--- src/rtl/alu_muldiv_if.sv ---
// alu_muldiv_if: request/result bundle between the ALU and the multiply/divide engine
interface alu_muldiv_if #(parameter int WIDTH = 8);
  logic start;
  logic op;
  logic signed_mode;
  logic high;
  logic [WIDTH-1:0] a;
  logic [WIDTH-1:0] b;
  logic done;
  logic [WIDTH-1:0] result;
  logic div_zero;
  modport master (output start, op, signed_mode, high, a, b, input done, result, div_zero);
  modport slave (input start, op, signed_mode, high, a, b, output done, result, div_zero);
endinterface

--- src/rtl/alu_muldiv.sv ---
// alu_muldiv: iterative shift-add multiply / restoring divide engine, one bit per cycle
module alu_muldiv #(parameter int WIDTH = 8) (
  input logic clk,
  input logic rst,
  alu_muldiv_if.slave bus
);
  localparam int CW = $clog2(WIDTH);
  typedef enum logic [1:0] {IDLE, LOAD, ITER, FIX} state_t;
  state_t state, state_n;
  logic rop, rsg, rhi, sa, sb, fix2, ge, neg, bz;
  logic [WIDTH-1:0] ra, rb, mag_a, mag_b, rem_n;
  logic [2*WIDTH-1:0] acc, addend, fixed;
  logic [CW-1:0] cnt;
  logic [WIDTH:0] sh, df;
  // state register
  always_ff @(posedge clk or posedge rst)
    if (rst) state <= IDLE;
    else state <= state_n;
  // next state: LOAD and the two FIX cycles bracket exactly WIDTH iterations
  always_comb begin
    state_n = state;
    case (state)
      IDLE: state_n = bus.start ? LOAD : IDLE;
      LOAD: state_n = ITER;
      ITER: state_n = (cnt == CW'(WIDTH - 1)) ? FIX : ITER;
      FIX: state_n = fix2 ? IDLE : FIX;
      default: state_n = IDLE;
    endcase
  end
  // one iteration step and sign fix-up; acc holds the product or {remainder, quotient}
  always_comb begin
    sh = {acc[2*WIDTH-1:WIDTH], mag_a[CW'(WIDTH - 1) - cnt]};
    df = sh - {1'b0, mag_b};
    ge = sh >= {1'b0, mag_b};
    rem_n = ge ? df[WIDTH-1:0] : sh[WIDTH-1:0];
    addend = mag_b[cnt] ? ({{WIDTH{1'b0}}, mag_a} << cnt) : '0;
    neg = rsg & (sa ^ sb);
    bz = rb == '0;
    fixed = !rop ? (neg ? -acc : acc) :
            bz ? {ra, {WIDTH{1'b1}}} :
            {(rsg & sa) ? -acc[2*WIDTH-1:WIDTH] : acc[2*WIDTH-1:WIDTH],
             neg ? -acc[WIDTH-1:0] : acc[WIDTH-1:0]};
  end
  // capture, magnitude load, iterate, then correct signs and publish
  always_ff @(posedge clk or posedge rst)
    if (rst) begin
      {rop, rsg, rhi, sa, sb, fix2} <= '0;
      {ra, rb, mag_a, mag_b} <= '0;
      acc <= '0;
      cnt <= '0;
      bus.result <= '0;
      bus.div_zero <= 1'b0;
    end else begin
      case (state)
        IDLE: if (bus.start) begin
          rop <= bus.op;
          rsg <= bus.signed_mode;
          rhi <= bus.high;
          ra <= bus.a;
          rb <= bus.b;
        end
        LOAD: begin
          mag_a <= (rsg & ra[WIDTH-1]) ? -ra : ra;
          mag_b <= (rsg & rb[WIDTH-1]) ? -rb : rb;
          sa <= rsg & ra[WIDTH-1];
          sb <= rsg & rb[WIDTH-1];
          cnt <= '0;
          acc <= '0;
          fix2 <= 1'b0;
        end
        ITER: begin
          acc <= rop ? {rem_n, acc[WIDTH-2:0], ge} : acc + addend;
          cnt <= cnt + 1'b1;
        end
        FIX: if (!fix2) begin
          acc <= fixed;
          fix2 <= 1'b1;
        end else begin
          bus.result <= rhi ? acc[2*WIDTH-1:WIDTH] : acc[WIDTH-1:0];
          bus.div_zero <= rop & bz;
        end
        default: ;
      endcase
    end
  // done is registered and tracks arrival in IDLE, so it is low during reset
  always_ff @(posedge clk or posedge rst)
    if (rst) bus.done <= 1'b0;
    else bus.done <= state_n == IDLE;
endmodule

--- src/flat_wrapper.sv ---
// flat-port wrapper written by rule: the top's interface ports become plain ports
module alu_muldiv_flat 
#(parameter int WIDTH = 8)
  (clk, rst, bus_start, bus_op, bus_signed_mode, bus_high, bus_a, bus_b, bus_done, bus_result, bus_div_zero);
  alu_muldiv_if #(.WIDTH(WIDTH)) bus_i ();
  input logic clk;
  input logic rst;
  input wire logic [$bits(bus_i.start)-1:0] bus_start;
  input wire logic [$bits(bus_i.op)-1:0] bus_op;
  input wire logic [$bits(bus_i.signed_mode)-1:0] bus_signed_mode;
  input wire logic [$bits(bus_i.high)-1:0] bus_high;
  input wire logic [$bits(bus_i.a)-1:0] bus_a;
  input wire logic [$bits(bus_i.b)-1:0] bus_b;
  output wire logic [$bits(bus_i.done)-1:0] bus_done;
  output wire logic [$bits(bus_i.result)-1:0] bus_result;
  output wire logic [$bits(bus_i.div_zero)-1:0] bus_div_zero;
  assign bus_i.start = bus_start;
  assign bus_i.op = bus_op;
  assign bus_i.signed_mode = bus_signed_mode;
  assign bus_i.high = bus_high;
  assign bus_i.a = bus_a;
  assign bus_i.b = bus_b;
  assign bus_done = bus_i.done;
  assign bus_result = bus_i.result;
  assign bus_div_zero = bus_i.div_zero;
  alu_muldiv #(.WIDTH(WIDTH)) u_core (.clk(clk), .rst(rst), .bus(bus_i));
endmodule
--- config.mk ---
export PLATFORM = sky130hd
export DESIGN_NAME = alu_muldiv_flat
export DESIGN_NICKNAME = d
export VERILOG_FILES = /design/src/rtl/alu_muldiv_if.sv /design/src/rtl/alu_muldiv.sv /design/src/flat_wrapper.sv
export SDC_FILE = /design/constraint.sdc
export NUM_CORES = 1
export LEC_CHECK = 0
export BUFFER_PORTS_ARGS = -buffer_cell sky130_fd_sc_hd__buf_4
export CAP_MARGIN = 20
export CELL_PAD_IN_SITES_DETAIL_PLACEMENT = 1
export CELL_PAD_IN_SITES_GLOBAL_PLACEMENT = 2
export CORE_MARGIN = 2
export CORE_UTILIZATION = 34
export CTS_CLUSTER_SIZE = 14
export DETAILED_ROUTE_END_ITERATION = 7
export GPL_TIMING_DRIVEN = 0
export PLACE_DENSITY_LB_ADDON = 0.15
export RECOVER_POWER = 25
export SLEW_MARGIN = 20
export SYNTH_ARGS = -nofsm -noshare
export SYNTH_HDL_FRONTEND = slang
export SYNTH_SLANG_ARGS = --single-unit
export TNS_END_PERCENT = 20
--- constraint.sdc ---
create_clock -name clk -period 3.48 [get_ports clk]
set_clock_uncertainty 0.15 [all_clocks]
set_input_delay 0.348 -clock clk [delete_from_list [all_inputs] [get_ports clk]]
set_output_delay 0.348 -clock clk [all_outputs]
set_load 0.02 [all_outputs]
# ---- After elaboration in Yosys (flattened, before gate mapping)
# Index checks and enable logic that the tools add are counted.
dict set report op_classes {
  addsub 9
  order_cmp 3
  eq_ne 8
  shifts 1
  mux 23
  bitwise 6
  n_reduce_logical 10
}
# operator n
set op_table {}
lappend op_table {{$mux 16} 6}
lappend op_table {{$mux 8} 6}
lappend op_table {{$pmux 16 s3} 1}
lappend op_table {{$neg 8->8} 4}
lappend op_table {{$add 16x16->16} 1}
lappend op_table {{$neg 16->16} 1}
lappend op_table {{$shl 8x3->16} 1}
lappend op_table {{$ge 9x8->1} 1}
lappend op_table {{$logic_not 8->1} 1}
lappend op_table {{$lt 3x4->1 const B} 2}
lappend op_table {{$pmux 2 s4} 1}
lappend op_table {{$reduce_and 4->1} 2}
lappend op_table {{$sub 8x8->8} 1}
lappend op_table {{$bmux 1 s3} 2}
lappend op_table {{$ne 3x1->1 const B} 2}
lappend op_table {{$pmux 3 s2} 1}
lappend op_table {{$and 1x1->1} 5}
lappend op_table {{$eq 2x2->1 const B} 2}
lappend op_table {{$logic_not 2->1} 2}
lappend op_table {{$mux 1} 4}
lappend op_table {{$ne 4x4->1 const B} 1}
lappend op_table {{$reduce_and 2->1} 2}
lappend op_table {{$reduce_bool 2->1} 2}
lappend op_table {{$add 3x1->3 const B} 1}
lappend op_table {{8 further kinds} 8}
dict set report totals {
  register_bits 69
  inputBits 22
  out_inout_bits 10
  word_cells 77
}

# ---- Longest topological paths before layout
dict set report logic_depth {
  ltp_word 7
  ltp_mapped 16
}

# ---- Worst setup path after synthesis
# Ideal clock, no wire load.
dict set report synth_path {
  path_kind {reg2reg}
  start {register u_core.cnt[0]}
  end {register u_core.acc[9]}
  arrival_time_ns 3.282
  required_time_ns 3.201
  path_slack_ns -0.081
  stages_incl_launch_ff 14
  n_path_buf 1
  cell_sequence {dfrtp_1 > buf_1 > mux2_2 > nor2_1 > a211oi_1 > a21oi_1 > ha_1 > nand2b_1 > a21oi_1 > o21ai_0 > a41oi_2 > mux2_2 > a221oi_1 > o21ai_0}
}
dict set report synth_via {
  elab_chain_len 7
  elab_cells_between_ends 13
}
# element line_no
set synth_rtl {}
lappend synth_rtl {{from (decl)} alu_muldiv.sv:13} ;# logic [CW-1:0] cnt;
lappend synth_rtl {{from (signal assigned)} alu_muldiv.sv:73} ;# cnt <= cnt + 1'b1;
lappend synth_rtl {{$sub 3x3->3} alu_muldiv.sv:32} ;# sh = {acc[2*WIDTH-1:WIDTH], mag_a[CW'(WIDTH - 1) - cnt]};
lappend synth_rtl {{$bmux 1 s3} alu_muldiv.sv:32}
lappend synth_rtl {{$mux 1 (implied by the code)} alu_muldiv.sv:32}
lappend synth_rtl {{$sub 8x8->8 or $ge 9x8->1 (tied branches)} {alu_muldiv.sv:33, alu_muldiv.sv:34}}
lappend synth_rtl {{$mux 8} alu_muldiv.sv:35} ;# rem_n = ge ? df[WIDTH-1:0] : sh[WIDTH-1:0];
lappend synth_rtl {{$mux 16 (*)} alu_muldiv.sv:72} ;# acc <= rop ? {rem_n, acc[WIDTH-2:0], ge} : acc + addend;
lappend synth_rtl {{$pmux 16 s3 (*)} alu_muldiv.sv:54} ;# case (state)
lappend synth_rtl {{to (signal assigned)} alu_muldiv.sv:72}
lappend synth_rtl {{to (signal assigned)} alu_muldiv.sv:76} ;# acc <= fixed;
lappend synth_rtl {{to (decl)} alu_muldiv.sv:12} ;# logic [2*WIDTH-1:0] acc, addend, fixed;
# Every way passes the cells marked *; elsewhere a longest branch is shown, timed or not. The select of a mux whose other input is x is not followed.
# A chain may end at the register's enable or synchronous reset.

# ---- Final worst setup path
dict set report layout_path {
  start {register u_core.cnt[0]}
  end {register u_core.acc[11]}
}
# The elaborated chain is that of the path after synthesis.

==> flow_summary.yaml <==
floorplan:
  die_area_um2: 16900
  start_util: 0.344
  std_cell_rows: 46
  core_um2: 15700
  die_h_um: 130
  pin_count: 32
  die_w_um: 130
critical_path:
  worstPathArrival_ns: 3.43
  critPathCaptureType: "flip-flop"
  reg2reg_from: "u_core.cnt[0]"
  start_kind: "flip-flop"
  crit_buf_inv: 0
  path_class: "reg2reg"
  worstRegToRegCells: 12
  crit_required_ns: 3.56
  critical_path.top_delay_family: "compound AO/OA/AOI/OAI gates"
  crit_chain: "mux4_2 > nand2_4 > and2_4 > a21oi_1 > ha_2 > nor3_4 > o211ai_1 > a221oi_2 > xnor2_1 > nand2_1 > o221ai_2 > a221o_1"
  r2r-end: "u_core.acc[11]"
  critical_path.max_stage_delay_ns: 0.60
  r2r_setup_slack_ns: 0.12
  critPathMaxFanout: 7
  critPathSlowestCell: "mux4_2"
drt:
  vias: 5146
  ant_nets: 0
  viasPerCell: 5.59
  drt-initial-drc-count: 274
  wire_per_inst_um: 20.6
  routed_wl_um: 19000
  first_pass_iters: 4
  drc: 0
timing:
  relSlewSlack: 0.0150
  tightest_slew_ns: 1.47
  clock.fmax_mhz: 298
  hold_ws_ns: 0.0884
  finalHoldViolCount: 0
  slew_viol_final: 0
  finalSetupViolCount: 0
  layout_min_cycle_time_ns: 3.36
  period_share: 0.964
cells_and_area:
  n_antenna_cell: 0
  final_core_util: 0.427
  area_delta_synth_final_pct: 24.2
  nets: 758
  drive_gt1_frac: 0.237
  final_cells: 921
logic_synthesis:
  synth_cells: 645
  yosysWarnings: 0
  synthArstFlopShare: 1.00
  ys.flop_type: "dfrtp_1"
  synth_nets: 703
  yosysSeqAreaShare: 0.320
  avgSynthCellArea_um2: 8.38
  syn-cell-area_um2: 5400
  synth_top_area_share: 0.320
  synth_edf_count: 0
  post-synth-top-area-cell: "dfrtp_1"
  ys_seq_elements: 69
  yosysUniqueCellTypes: 62
  synth_area_leaders: "dfrtp_1 32%, ha_1 7.9%, a21oi_1 6.3%"
cts:
  clk_transition_reported_paths_ns: 0.06
  clkSinkCount: 69
  cts_buffers: 9
  cts_tree: "built"
  clock_path_buffers: 2
  h-tree-depth: 3
  cts_root_buf: "clkbuf_16"
  clock_latency_ns: 0.34
power:
  p_leak_uw: 0.00285
  p_sw_uw: 3600
  powerDensity_nw_per_um2: 1100
  p_comb_frac: 0.646
  peakVddDrop_v: 0.000397
  internal_power_uw: 3800
  swShare: 0.486
  seq_power_share: 0.228
  p_clk_frac: 0.126
global_routing:
  grt_pass1_vias: 5364
  antenna_found_initial: 0
  grt_overflow_total: 0
  grt_start_max_net_pins: 40
  grt_first_pass_wirelength_um: 29800
  grt_use_total: 0.234
outcome:
  violations: "capacitance limit"
  outcome: "finished with violations"
job:
  maxCapViolCount: 1
placed_design:
  dpl.cell_count: 893
  portBuffers: 31
  hpwl_um: 14400
  gp_congestion: 0.837
min_path:
  min_path_cells: 2
  hold_start: "bus_b[5]"
  holdCritPathClass: "in2reg"
  hold_end: "u_core.rb[5]"
==> flip-flops by register name, indices dropped and copies added, names as in the netlist, 2 cells and up <==
register / count
u_core.acc: 16
u_core.bus.result: 8
u_core.cnt: 3
u_core.mag_a: 8
u_core.mag_b: 8
u_core.ra: 8
u_core.rb: 8
u_core.state: 2
==> power groups by stage <==
stage	logic (uW)	registers, uW	clock network (uW)
2_1_floorplan	2940	1520	0
6_report	4780	1690	935
3_3_place_gp	3970	1650	0
3_5_place_dp	4090	1670	0
5_1_grt	5250	1750	985
4_1_cts	4300	1660	955
==> cells in the mapped netlist, drive strengths merged, types with 3 or more instances <==
cell and count:
o211ai 4, nor2 72, a31oi 6, clkbuf 27, a211oi 12, o21a 5, or4 3, nor2b 4
mux2 29, dfrtp 69, ha 34, nor3 16, xnor2 15, a221oi 5, o21ai 48, o311ai 3
or3 13, nand2 49, nand2b 4, mux2i 22, a21oi 68, xor2 19, o31ai 4, buf 9
inv 31, a21o 5, nand3 23, and2 5, a211o 4
==> final cells by class <==
| cell class | count | area (um^2) |
|---|---|---|
| repair buffers | 50 | 400 |
| clock inverters | 4 | 47.5 |
| plain buffers | 30 | 143 |
| multi-input cells | 507 | 3750 |
| inverters | 33 | 125 |
| flip-flops and latches | 69 | 1730 |
| clock buffers | 12 | 246 |
| well taps | 216 | 270 |
| fillers | 1868 | 9000 |
==> metrics by stage <==
| step | worst slack, ns | cell area, um^2 | power [uW] | TNS [ns] |
|---|---|---|---|---|
| 3_3_place_gp | -0.541 | 5910 | 5620 | -4.05 |
| 2_1_floorplan | 0.138 | 5400 | 4460 | 0 |
| 5_1_grt | -0.0435 | 6710 | 7980 | -0.159 |
| 3_5_place_dp | -0.619 | 5930 | 5750 | -4.68 |
| 4_1_cts | -0.0189 | 6350 | 6910 | -0.0189 |
| 6_report | 0.125 | 6710 | 7400 | 0 |
==> repair_timing <==
item                                    CTS  global route
pin swaps                                 6            29
cloned                                    0             1
buffers inserted                          5            11
resized for setup                        30            63
endpoints found under the setup margin   12            10
hold buffers                              1             0
hold endpoints to repair                 30             0
==> cells by family (layout without fill, tap and decap cells) <==
group                      after synthesis  after routing  share of synthesized area
muxes                                   53             53                      0.110
buffers and inverters                   69            129                     0.0496
AOI/OAI and AO/OA                      185            185                      0.212
xor gates and xnor gates                34             34                     0.0551
adders and majority gates               36             36                     0.0862
and+or+nand+nor                        199            199                      0.168
DFF                                     69             69                      0.320
==> cells in the final DEF (no fill, tap or decap), drive strengths merged, types with 3 or more instances in the layout <==
master,count
nand2,49
dfrtp,69
buf,56
a211o,4
mux2,29
o211ai,4
nand2b,4
mux2i,22
clkbuf,35
and2,5
a221oi,5
o31ai,4
inv,30
a21o,5
nor2,72
a21oi,68
nor2b,4
clkinv,4
a211oi,12
or3,13
nor3,16
xnor2,15
or4,3
nand3,23
o311ai,3
o21ai,48
ha,34
o21a,5
a31oi,6
xor2,19
==> metal layers <==
layer | share of wire | vias up | wire [um] | track usage
met1 | 0.46 | 2605 | 8800 | 0.309
met2 | 0.48 | 79 | 9160 | 0.387
li1 | - | 2434 | - | -
met3 | 0.027 | 28 | 510 | 0.0324
met4 | 0.026 | 0 | 499 | 0.0917
met5 | 0 | - | 0 | 0
==> how the worst max path moves through the flow <==
stage                              from        endpoint  depth (start not counted)
after detailed placement  u_core.cnt[1]  u_core.acc[15]                         15
after global routing      u_core.cnt[0]  u_core.acc[15]                         12
after global placement    u_core.cnt[1]  u_core.acc[14]                         14
final                     u_core.cnt[0]  u_core.acc[11]                         12
after floorplan           u_core.cnt[0]   u_core.acc[9]                         13
after CTS                 u_core.cnt[0]  u_core.acc[12]                         15
Power figures use the tool's default switching activity.
